$ cat src/rtl/sof_frame_timer.sv
// SOF frame timer, USB frame number and the one-shot first-SOF sync enable.
// Defining SOF_FRAME_INTR_EN builds the frameIntr/frameRollIntr pulse logic.
module sof_frame_timer #(
    parameter logic [15:0] SYNC_DELAY = 16'd48000
) (
    input  logic        clk,
    input  logic        rst,
    input  logic        SOFEnable,
    input  logic        SOFTimerClr,
    input  logic        SOFSent,
    input  logic [10:0] frameNumIn,
    input  logic        frameNumWEn,
    input  logic        overrunClr,
    output logic [15:0] SOFTimer,
    output logic [10:0] frameNum,
    output logic        SOFSyncEn,
    output logic        timerOverrun,
    output logic        frameIntr,
    output logic        frameRollIntr
);
    typedef enum logic [1:0] {ST_IDLE, ST_WAIT, ST_SYNC, ST_RUN} syncState_t;

    syncState_t  state;
    logic [15:0] syncCnt;

    always_ff @(posedge clk) begin
        if (rst)
            SOFTimer <= '0;
        else if (SOFTimerClr)
            SOFTimer <= '0;
        else if (SOFTimer != 16'hffff)
            SOFTimer <= SOFTimer + 16'd1;
    end

    // Only the fffe->ffff step sets the flag, so clearing it while saturated sticks.
    always_ff @(posedge clk) begin
        if (rst)
            timerOverrun <= 1'b0;
        else if (!SOFTimerClr && SOFTimer == 16'hfffe)
            timerOverrun <= 1'b1;
        else if (overrunClr)
            timerOverrun <= 1'b0;
    end

    always_ff @(posedge clk) begin
        if (rst)
            frameNum <= '0;
        else if (frameNumWEn)
            frameNum <= frameNumIn;
        else if (SOFSent)
            frameNum <= frameNum + 11'd1;
    end

    always_ff @(posedge clk) begin
        if (rst || !SOFEnable) begin
            state     <= ST_IDLE;
            syncCnt   <= '0;
            SOFSyncEn <= 1'b0;
        end else begin
            case (state)
                ST_IDLE: begin
                    state   <= ST_WAIT;
                    syncCnt <= '0;
                end
                ST_WAIT: begin
                    if (syncCnt == SYNC_DELAY - 16'd1) begin
                        state     <= ST_SYNC;
                        SOFSyncEn <= 1'b1;
                    end else begin
                        syncCnt <= syncCnt + 16'd1;
                    end
                end
                ST_SYNC: begin
                    if (SOFTimerClr) begin
                        state     <= ST_RUN;
                        SOFSyncEn <= 1'b0;
                    end
                end
                ST_RUN:  SOFSyncEn <= 1'b0;
                default: begin
                    state     <= ST_IDLE;
                    SOFSyncEn <= 1'b0;
                end
            endcase
        end
    end

`ifdef SOF_FRAME_INTR_EN
    always_ff @(posedge clk) begin
        if (rst) begin
            frameIntr     <= 1'b0;
            frameRollIntr <= 1'b0;
        end else begin
            frameIntr     <= SOFSent;
            frameRollIntr <= SOFSent && !frameNumWEn && (frameNum == 11'h7ff);
        end
    end
`else
    assign frameIntr     = 1'b0;
    assign frameRollIntr = 1'b0;
`endif

endmodule

$ cat config.mk
export PLATFORM = sky130hd
export DESIGN_NAME = sof_frame_timer
export DESIGN_NICKNAME = d
export VERILOG_FILES = /design/src/rtl/sof_frame_timer.sv
export SDC_FILE = /design/constraint.sdc
export NUM_CORES = 1
export LEC_CHECK = 0
export CAP_MARGIN = 20
export CORE_ASPECT_RATIO = 0.8
export CORE_MARGIN = 2
export CORE_UTILIZATION = 48
export CTS_BUF_LIST = sky130_fd_sc_hd__clkbuf_8
export CTS_CLUSTER_SIZE = 20
export DETAILED_ROUTE_END_ITERATION = 10
export PLACE_DENSITY = 0.83
export SYNTH_ARGS = -nofsm -noshare
export SYNTH_HDL_FRONTEND = slang
export SYNTH_SLANG_ARGS = --single-unit
$ cat constraint.sdc
create_clock -name clk -period 2.18 [get_ports clk]
set_input_delay 0.218 -clock clk [delete_from_list [all_inputs] [get_ports clk]]
set_output_delay 0.218 -clock clk [all_outputs]
set_load 0.02 [all_outputs]
==> out/metrics.csv <==
stage;metric;value;unit
detailed_routing;routed_via_density;5.984;
detailed_routing;drt-initial-drc-count;232;
die;die_width;86.62;um
final_layout;final_area;3282;sq um
die;row_count;24;
sta;finalHoldViolCount;0;
logic_synthesis;ys_ff_latch;47;
setup_path;crit_path_end;SOFTimer[12]$_SDFFE_PP0P_;
logic_synthesis;seq_area_frac_synth;0.3589;
run_status;status;completed;
worst_hold_path;hold_start;frameNumIn[3];
setup_path;start_kind;flip-flop;
setup_path;worstPathMaxFanout;7;
detailed_routing;routed_wl;6.414;mm
setup_path;cp-startpoint;SOFTimer[1]$_SDFFE_PP0P_;
clocking;cts_sinks;47;
clocking;cts.hold.buffers_added;0;
grt;grt_max_degree;17;
logic_synthesis;netlist_instances;318;
place;dp_hpwl;4.725;mm
setup_path;rrSetupSlack;0.24;ns
logic_synthesis;synth_edf_count;0;
place;placed_area;3164;sq um
clocking;cts_buffers;5;
die;pin_count;49;
place;dp_slack;0.2855;ns
place;place.gp.congestion;0.9071;
detailed_routing;drc;0;
clocking;ctsResizeCount;0;
setup_path;cpMaxStageDelayCell;a2111o_1;
grt;gr-total-overflow;0;
final_layout;nets;393;
final_layout;stdcell_count;432;
sta;worst_slew_pin_slew;0.6297;ns
logic_synthesis;yosysWarnings;0;
pwr;p_leak;1.101;nW
grt;grt_pass1_wl;10.61;mm
logic_synthesis;synth-main-ff-cell;dfxtp_1;
clocking;root_buffer;clkbuf_8;
die;core;5345;sq um
sta;slew_viol_final;0;
die;die_area;6072;sq um
sta;setup_viol;0;
logic_synthesis;async_flop_share;0;
detailed_routing;ant_nets;0;
sta;fin_crit_sh;0.8899;
sta;setup_tns;0;ns
run;cap_violations;0;
pwr;peakVddDrop;0.2553;mV
final_layout;final_common_cell;dfxtp_1;
sta;slew_headroom;0.5767;
die;fp.dieH;70.10;um
setup_path;crit_type;reg2reg;
final_layout;drive_above_1_share;0.06540;
logic_synthesis;synth.cell_area;2621;sq um
place;numPortBuffers;46;
detailed_routing;firstDrtPassIters;4;
setup_path;cp-end-kind;flip-flop;
setup_path;reg2reg_from;SOFTimer[1]$_SDFFE_PP0P_;
clocking;cts_buffer_depth;2;
detailed_routing;vias;2585;
setup_path;crit_chain;ha_1, nand3_1, a2111o_1, or3_1, a21oi_1;
setup_path;crit_required;2.42;ns
clocking;htreeDepth;2;
setup_path;arrival;2.18;ns
clocking;clk_latency;0.30;ns
logic_synthesis;netlist-cell-type-count;57;
final_layout;synthToLayoutAreaGrowth;25.20;%
pwr;power_density;544.5;nW/um^2
worst_hold_path;hp-class;in2reg;
setup_path;rr_worst_depth;5;
clocking;tritoncts;done;
final_layout;nFillCells;477;
grt;antenna_found_initial;0;
setup_path;slowest_delay;0.47;ns
final_layout;diodes;0;
detailed_routing;wl_per_cell;14.85;um
sta;clock_skew;0.003307;ns
grt;grt_use_total;0.2153;
sta;grt_setup_unrepaired;false;
clocking;clk_pin_slew;0.09;ns
sta;timing.final.ws_setup;0.2401;ns
sta;timing.fmax;0.5155;GHz
final_layout;final_cell_mix;dfxtp_1 (47), clkdlybuf4s50_1 (46), nand2_1 (30);
die;initial_core_util;0.4904;
place;dp_cells;424;
grt;grt_pass1_vias;2229;
clocking;postCtsSetupRepairBufs;0;
logic_synthesis;syn_avg_cell_area;8.243;sq um
sta;timing.final.crit_period;1.940;ns
setup_path;timing.rr.end;SOFTimer[12]$_SDFFE_PP0P_;
==> Yosys cell counts (5+ instances only) <==
cell / n / area share
nand3_1: 17 / 0.032
clkbuf_1: 9 / 0.013
o21ai_0: 15 / 0.029
nand4_1: 12 / 0.029
and3_1: 5 / 0.012
xnor2_1: 8 / 0.027
mux2i_1: 5 / 0.019
ha_1: 9 / 0.043
a21oi_1: 22 / 0.042
a31oi_1: 9 / 0.021
nor3_1: 5 / 0.0095
dfxtp_1: 47 / 0.36
inv_1: 15 / 0.021
nor4_1: 5 / 0.012
o211ai_1: 5 / 0.014
nor2_1: 22 / 0.032
or3_1: 8 / 0.019
nand2_1: 30 / 0.043
a211oi_1: 8 / 0.023
==> registers in the layout (all words and copies together), names as in the netlist <==
register	cells
SOFTimer	16
syncCnt	16
frameNum	11
state	2
SOFSyncEn	1
timerOverrun	1
==> layout make-up <==
cell class / instances / area (sq um) / share of cell area
multi-input cells: 243 / 1565 / 0.4769
flip-flops and latches: 47 / 940.9 / 0.2867
repair buffers: 54 / 520.5 / 0.1586
clock buffers: 6 / 82.58 / 0.02516
well taps: 65 / 81.33 / 0.02478
inverters: 15 / 56.30 / 0.01716
clock inverters: 2 / 35.03 / 0.01067
==> how the worst min path moves through the flow <==
stage | slack, ns | depth (start not counted) | endpoint
2_1_floorplan | 0.29 | 1 | frameNum[5]$_SDFFE_PP0P_
3_3_place_gp | 0.46 | 2 | timerOverrun$_SDFFE_PP0P_
3_5_place_dp | 0.48 | 2 | syncCnt[15]$_SDFFE_PP0P_
4_1_cts | 0.46 | 3 | frameNum[3]$_SDFFE_PP0P_
5_1_grt | 0.47 | 3 | frameNum[3]$_SDFFE_PP0P_
6_report | 0.46 | 3 | frameNum[3]$_SDFFE_PP0P_
==> critical path: cells and delay by family, from the launching register on <==
family / cells / cell delay [ns]
AND/OR/NAND/NOR: 2 / 0.51
flip-flops: 1 / 0.42
adder cells (fa/ha/maj): 1 / 0.33
AO/OA/AOI/OAI: 2 / 0.61
==> metal layers <==
metal  part of all wire  track usage
met1               0.49       0.3144
met2               0.45       0.3171
met3              0.052      0.05437
met4              0.010      0.05208
met5                  0            0
==> logic make-up (layout without fill, tap and decap cells) <==
kind of cell,count (synthesis),count (layout),synth area share
XOR/XNOR,9,9,0.03007
buffers and inverters,29,77,0.04534
AO/OA/AOI/OAI,81,81,0.2048
multiplexers,6,6,0.02339
flip-flops,47,47,0.3589
AND/OR/NAND/NOR,136,136,0.2931
adder cells (fa/ha/maj),9,9,0.04296
other,1,2,0.001431
==> per-stage QoR <==
step | power [W] | hold WS, ns | utilization
6_report | 0.001787 | 0.4609 | 0.6140
3_3_place_gp | 0.001123 | 0.4579 | 0.5920
3_5_place_dp | 0.001128 | 0.4847 | 0.5920
4_1_cts | 0.001793 | 0.4630 | 0.6140
2_1_floorplan | 0.001032 | 0.2901 | -
5_1_grt | 0.001854 | 0.4666 | 0.6140
==> power breakdown <==
part	switching (W)	internal, W
Clock	0.000306	0.000371
Sequential	0.0000227	0.000876
Combinational	0.000110	0.000100
Power figures use the tool's default switching activity.
